`src/rtl/bheap_host.sv`:
```
// Host sequencer for a scan-chain binary-heap controller. It shifts keys in, starts
// a counted run, polls for completion, then shifts results out through a one-entry buffer.
`ifndef GlobalAddrWidth
`define GlobalAddrWidth 16
`endif
`ifndef GlobalDataWidth
`define GlobalDataWidth 16
`endif

module bheap_host #(
  parameter int                  WIDTH    = 8,
  parameter int                  IDWIDTH  = 8,
  parameter int                  CWIDTH   = 8,
  parameter int                  DEPTH    = 15,
  parameter logic [IDWIDTH-1:0]  CTRL_ID  = '0,
  parameter logic [IDWIDTH-1:0]  SCAN_ID  = IDWIDTH'(1),
  parameter int                  POLL_MAX = 255
) (
  input  logic                         Clk,
  input  logic                         Reset,
  input  logic                         Start,
  input  logic [CWIDTH-1:0]            Iter,
  input  logic                         LdValid,
  output logic                         LdReady,
  input  logic [WIDTH-1:0]             LdData,
  output logic                         ResValid,
  input  logic                         ResReady,
  output logic [WIDTH-1:0]             ResData,
  output logic                         Busy,
  output logic                         Done,
  output logic                         Timeout,
  output logic                         RD,
  output logic                         WR,
  output logic [`GlobalAddrWidth-1:0]  Addr,
  output logic [`GlobalDataWidth-1:0]  BusOut,
  input  logic [`GlobalDataWidth-1:0]  BusIn
);

  localparam int AW = `GlobalAddrWidth;
  localparam int DW = `GlobalDataWidth;
  localparam int EW = $clog2(DEPTH + 1);
  localparam int PW = $clog2(POLL_MAX + 1);

  typedef enum logic [2:0] {
    S_IDLE, S_LOAD, S_GO, S_POLL, S_UNLOAD, S_FIN
  } state_t;

  state_t            state, state_nx;
  logic [CWIDTH-1:0] iter_q;
  logic [EW-1:0]     elem_cnt;
  logic [PW-1:0]     poll_cnt;
  logic              elem_last;
  logic              poll_last;
  logic              poll_zero;
  logic              unload_rd;
  logic              bus_unused;

  assign elem_last  = (elem_cnt == EW'(DEPTH - 1));
  assign poll_last  = (poll_cnt == PW'(POLL_MAX));
  assign poll_zero  = (BusIn[CWIDTH-1:0] == '0);
  // A scan read is only issued when the result buffer has room this cycle.
  assign unload_rd  = (state == S_UNLOAD) && (elem_cnt < EW'(DEPTH)) && (!ResValid || ResReady);
  assign Busy       = (state != S_IDLE);
  assign bus_unused = ^BusIn;

  always_ff @(posedge Clk) begin
    if (Reset) state <= S_IDLE;
    else       state <= state_nx;
  end

  always_comb begin
    state_nx = state;
    RD       = 1'b0;
    WR       = 1'b0;
    Addr     = '0;
    BusOut   = '0;
    LdReady  = 1'b0;
    Done     = 1'b0;
    unique case (state)
      S_IDLE: if (Start) state_nx = S_LOAD;
      S_LOAD: begin
        LdReady = 1'b1;
        if (LdValid) begin
          WR     = 1'b1;
          Addr   = AW'(SCAN_ID);
          BusOut = DW'(LdData);
          if (elem_last) state_nx = S_GO;
        end
      end
      S_GO: begin
        WR       = 1'b1;
        Addr     = AW'(CTRL_ID);
        BusOut   = DW'(iter_q);
        state_nx = (iter_q != '0) ? S_POLL : S_UNLOAD;
      end
      S_POLL: begin
        RD   = 1'b1;
        Addr = AW'(CTRL_ID);
        // The first read still sees the pre-Go count, so it never ends the poll.
        if (poll_cnt != '0 && (poll_zero || poll_last)) state_nx = S_UNLOAD;
      end
      S_UNLOAD: begin
        if (unload_rd) begin
          RD   = 1'b1;
          Addr = AW'(SCAN_ID);
        end
        if (elem_cnt == EW'(DEPTH) && ResValid && ResReady) state_nx = S_FIN;
      end
      S_FIN: begin
        Done     = 1'b1;
        state_nx = S_IDLE;
      end
      default: state_nx = S_IDLE;
    endcase
    // Suppress strobes in the reset cycle so an aborted run leaves no half bus cycle.
    if (Reset) begin
      RD      = 1'b0;
      WR      = 1'b0;
      Addr    = '0;
      BusOut  = '0;
      LdReady = 1'b0;
    end
  end

  always_ff @(posedge Clk) begin
    if (state == S_IDLE && Start) iter_q <= Iter;
  end

  always_ff @(posedge Clk) begin
    if (Reset) begin
      Timeout  <= 1'b0;
      ResValid <= 1'b0;
      ResData  <= '0;
      elem_cnt <= '0;
      poll_cnt <= '0;
    end else begin
      unique case (state)
        S_IDLE: if (Start) begin
          Timeout  <= 1'b0;
          elem_cnt <= '0;
        end
        S_LOAD: if (LdValid) elem_cnt <= elem_last ? '0 : elem_cnt + EW'(1);
        S_GO:   poll_cnt <= '0;
        S_POLL: begin
          if (!poll_last) poll_cnt <= poll_cnt + PW'(1);
          if (poll_cnt != '0 && !poll_zero && poll_last) Timeout <= 1'b1;
        end
        S_UNLOAD: begin
          if (unload_rd) begin
            ResValid <= 1'b1;
            ResData  <= BusIn[WIDTH-1:0];
            elem_cnt <= elem_cnt + EW'(1);
          end else if (ResValid && ResReady) begin
            ResValid <= 1'b0;
          end
        end
        default: ;
      endcase
    end
  end

endmodule

```
`config.mk`:
```
export PLATFORM = sky130hd
export DESIGN_NAME = bheap_host
export DESIGN_NICKNAME = d
export VERILOG_FILES = /design/src/rtl/bheap_host.sv
export SDC_FILE = /design/constraint.sdc
export NUM_CORES = 1
export LEC_CHECK = 0
export ABC_AREA = 1
export CORE_AREA = 2 2 75 77
export CTS_BUF_LIST = sky130_fd_sc_hd__clkbuf_4
export DETAILED_ROUTE_END_ITERATION = 6
export DIE_AREA = 0 0 77 79
export GPL_TIMING_DRIVEN = 0
export HOLD_SLACK_MARGIN = 0.05
export MAX_ROUTING_LAYER = met4
export PLACE_DENSITY = 0.87
export SLEW_MARGIN = 10
export SYNTH_ARGS = -nofsm -noshare
export SYNTH_HDL_FRONTEND = slang
export SYNTH_SLANG_ARGS = --single-unit
```
`constraint.sdc`:
```
create_clock -name Clk -period 1.6 [get_ports Clk]
set_clock_uncertainty 0.1 [all_clocks]
set_input_delay 0.16 -clock Clk [delete_from_list [all_inputs] [get_ports Clk]]
set_output_delay 0.16 -clock Clk [all_outputs]
set_load 0.02 [all_outputs]
```
; Yosys cells after proc, flatten, opt, wreduce, memory -nomap -nowiden
; Index checks and enable logic that the tools add are counted.
[word_totals]
register_bits = 33
in_bits = 37
output_inout_bits = 47
elab_cells = 89
[classes]
addsub = 2
order_cmp = 1
eq_ne = 16
mux = 35
n_reduce_logical = 28
[op_table]
columns = operator, n
row1 = 16-bit two-way mux, 2
row2 = 8-bit one-hot mux with 2 select lines, 2
row3 = 3-bit two-way mux, 6
row4 = 4-bit two-way mux, 4
row5 = 8-bit two-way mux, 2
row6 = 8-bit nonzero test, 2
row7 = 3-bit one-hot mux with 5 select lines, 1
row8 = 2-bit inequality test (second input constant), 7
row9 = 1-bit two-way mux, 13
row10 = 4-bit one-hot mux with 3 select lines, 1
row11 = 1-bit logical AND, 9
row12 = 8-bit by 1-bit adder with 8-bit output (second input constant), 1
row13 = 4-bit equality test (second input constant), 2
row14 = 8-bit equality test (second input constant), 1
row15 = 8-bit logical NOT, 1
row16 = 1-bit one-hot mux with 2 select lines, 4
row17 = 3-bit by 2-bit equality test with 1-bit output (second input constant), 2
row18 = 3-bit equality test (second input constant), 2
row19 = 2-bit AND reduction, 3
row20 = 2-bit nonzero test, 3
row21 = 3-bit nonzero test, 2
row22 = 5-bit AND reduction, 1
row23 = 4-bit by 1-bit adder with 4-bit output (second input constant), 1
row24 = 4-bit less-than comparator (second input constant), 1
row25 = other kinds (7), 9

; Logic depth before layout (Yosys ltp)
[depth]
ltp_word = 6
depth_mapped = 11
ltp_nobuf = 11

; Worst setup path before layout
; OpenSTA, ideal clock, no wires.
[synth_path]
kind = reg2reg
startpoint = register state[1]
endpoint = register iter_q[0], enable pin
setup_ns = 0.370
arrival_time_ns = 1.244
required_time_ns = 1.130
setup_slack_ns = -0.114
path_stages_with_launch = 4
path_buffers = 0
path_cell_list = dfxtp_1 nor2_2 nand2_1 nor2_1
[synth_between]
elab_chain_len = 2
[synth_lines]
columns = item, line
row1 = start: declaration, 48  ; state_t state, state_nx;
row2 = start signal: assignment, 68  ; else state <= state_nx;
row3 = 3-bit logical NOT, 126  ; if (state == S_IDLE && Start) iter_q <= Iter;
row4 = 1-bit logical AND, 126
row5 = end signal: assignment, 126
row6 = end: declaration, 49  ; logic [CWIDTH-1:0] iter_q;
; Every way passes these cells.
; A chain may end at the register's enable or synchronous reset.

; Worst setup path after layout
[layout_path]
startpoint = register state[2]
endpoint = output port Addr[0]
[layout_between]
elab_chain_len = 6
elab_cells_between_ends = 7
[layout_lines]
columns = item, line
row1 = 3-bit equality test, "62, 79"
row2 = 1-bit logical AND (2 in a row), 62  ; assign unload_rd = (state == S_UNLOAD) && (elem_cnt < EW'(DEPTH)) && (!ResValid || ResReady);
row3 = 1-bit two-way mux, 103  ; if (unload_rd) begin
row4 = 1-bit one-hot mux with 2 select lines *, 79  ; unique case (state)
row5 = 16-bit two-way mux *, 116  ; if (Reset) begin
row6 = end: declaration, 34  ; output logic [`GlobalAddrWidth-1:0] Addr,
; Mark *: on every way between the ends. The rest lies on a longest branch, timed or not.

==> results_dict.tcl <==
set metrics [dict create \
    status "finished, violations left" \
    violations "negative setup slack" \
    die_y_um 79 \
    synthCells 288 \
    async_flop_share_pct 0 \
    clk_latency_ps 350 \
    syn_area_um2 2060 \
    drt-vias-per-instance 5.09 \
    peakVddDrop_uv 686 \
    routed-via-count 2366 \
    rows 27 \
    rsz0062_at_grt "yes" \
    crit_arrival_ps 1690 \
    synth-seq-area-share_pct 35.9 \
    finalPower_mw 3.64 \
    yosysMostFrequentCell "nand2_1" \
    route.detailed.drc 0 \
    fin_crit_ps 1950 \
    wl_per_cell_um 14.9 \
    ys_top_cells_by_area "dfxtp_1 (24%), edfxtp_1 (12%), nand2_1 (9.1%)" \
    cp-end-kind "output pin" \
    max-slew-margin-rel_pct 57.8 \
    synth_ff_type "dfxtp_1" \
    slowest_stage "dfxtp_4" \
    period_share_pct 122 \
    synth_top_area_cell "dfxtp_1" \
    cts_max_level 2 \
    syn_to_final_growth_pct 59.1 \
    clk_pin_slew_ps 100 \
    synth_cell_types 33 \
    cp.required_ps 1340 \
    fin_ws_ps -355 \
    worst_setup_path_start_kind "flop" \
    multi_input_area_um2 1340 \
    syn_area_per_cell_um2 7.16 \
    p_clk_share_pct 13.7 \
    antenna_left 0 \
    ys_top_cells_by_count "nand2_1 (50), nor2_1 (46), nand3_1 (29)" \
    power_frac_seq_pct 30.6 \
    p_sw_share_pct 43.8 \
    grt_overflow 0 \
    ff_latch_area_um2 763 \
    track_usage_pct 20.0 \
    numPortBuffers 51 \
    fin_cells 465 \
    tritoncts "yes" \
    r2r_cells 8 \
    crit_chain "nor3_4 > buf_6 > nand2_1 > a21oi_1 > buf_4" \
    die_w_um 77 \
    path_delay_family "flip-flops" \
    synth_edf_count 8 \
    worstSetupPathDepth 5 \
    clock_sinks 33 \
    first_pass_iters 5 \
    diodes 0 \
    die-area_um2 6080 \
    grt_max_degree 11 \
    cap_violations 0 \
    leakage_nw 1.51 \
    timing.hold.ws_ps 268 \
    drt_iter0_drc 170 \
    worst_pin_slew_ps 628 \
    whs_path_depth 1 \
    crit_buf_inv 2 \
    hold_path.class "in -> reg" \
    finalSetupViolCount 29 \
    num_io_pins 84 \
    hold_buffers 0 \
    numCtsBuffers 5 \
    root_buffer "clkbuf_4" \
    wl_um 6940 \
    p_int_mw 2.04 \
    crit_fanout 5 \
    synth_top_area_share_pct 24.3 \
    initial_core_util_pct 38.6 \
    antenna_found_initial 0 \
    synth_warnings 0 \
    cts_buffer_depth 2 \
    utilization_pct 61.5 \
    grt_pass1_wl_um 9490 \
    path_class "reg -> out" \
    nNetsFinal 433 \
    grt_pass1_vias 2105 \
    setup-tns-final_ps -4360 \
    synth-seq-cells 33 \
    p_switching_mw 1.59 \
    fill_cells 444 \
    hold_viol_final 0 \
    gp_congestion 0.965 \
    power_density_nw_per_um2 1110 \
    placedCellCount 433 \
    drive_above_1_share_pct 36.6 \
    core_um2 5340 \
    hpwl_um 3920 \
    p_comb_share_pct 55.7 \
    fmax_ghz 0.512 \
    slew_violations 0 \
    cp_slowest_stage_delay_ps 400 \
]
-- power groups by stage --
stage	clock [mW]	combinational, mW	sequential (mW)
after floorplan	0	0.949	1.10
after global placement	0	1.34	1.09
after detailed placement	0	1.38	1.10
after CTS	0.494	1.65	1.10
after global routing	0.539	2.15	1.13
final	0.498	2.02	1.11
-- layer usage --
metal  vias up  GRT usage [%]  routed length [µm]
met4         0           6.96                 222
li1       1109              -                   -
met3        31           4.20                 482
met1      1077           20.9                2440
met2       149           37.4                3790
met5         -              -                   0
-- path summary, 6_finish.rpt --
path	startpoint	endpoint	slack, ps
worst max-delay path	state[2]	Addr[0]	-350
worst min-delay path	Iter[0]	iter_q[0]	270
worst max register to register	poll_cnt[0]	Timeout	-140
worst min register to register	ResData[3]	ResData[3]	390
-- sequential cells by signal, summed over array words and instances, names as in the netlist --
register	flops
Timeout	1
ResData	8
state	3
iter_q	8
poll_cnt	8
ResValid	1
elem_cnt	4
-- final cells by class --
cell class              instances  area share, %
plain buffers                  29           6.45
clock buffers                   7           1.60
multi-input cells             222           40.7
well taps                      72           2.75
repair buffers                 76           21.7
inverters                      25           3.39
clock inverters                 1          0.114
flip-flops and latches         33           23.3
-- what timing repair did --
item                                    4_1_cts  5_1_grt
buffers inserted                             16        8
resized for setup                           110       57
pin swaps                                    15       22
endpoints found under the setup margin       40       44
gates cloned                                  1        1
-- kinds of logic (layout without fill, tap and decap cells) --
logic type,after synthesis,after routing,share of synthesized area [%]
other,1,23,0.182
adder cells (fa/ha/maj),4,4,2.43
buffers and inverters,55,138,14.7
AO/OA/AOI/OAI,46,46,12.7
XOR/XNOR,1,1,0.425
flip-flops,33,33,35.9
AND/OR/NAND/NOR,148,148,33.6
-- layout by cell type, fill, tap and decap left out, types with 2 or more instances in the layout --
master,Yosys,final
o21ai_0,6,6
dfxtp_2,0,3
nor2_1,46,41
o21ai_2,0,2
buf_4,24,53
nand3_2,2,11
nor2_4,2,8
nand2_2,4,7
clkbuf_1,3,3
clkbuf_4,0,7
nand3_1,29,17
nor2_2,3,2
o21ai_1,10,8
edfxtp_1,8,8
dfxtp_1,25,17
inv_1,19,16
dlymetal6s2s_1,0,7
nand3_4,0,3
ha_4,0,2
nand2_4,2,5
dfxtp_4,0,5
nor3_4,2,3
inv_4,1,2
ha_1,4,2
clkdlybuf4s50_1,0,29
nand4_1,4,4
a21oi_1,24,16
a21oi_2,1,9
conb_1,1,23
nand2_1,50,44
buf_6,0,11
inv_2,5,5
-- stage by stage --
step	worst slack, ps	area (µm²)
after floorplan	-73.5	2150
after global placement	-591	2750
after detailed placement	-606	2750
after CTS	-229	3020
after global routing	-391	3280
final	-355	3280
Note: power is estimated with default switching activity, not from simulation.
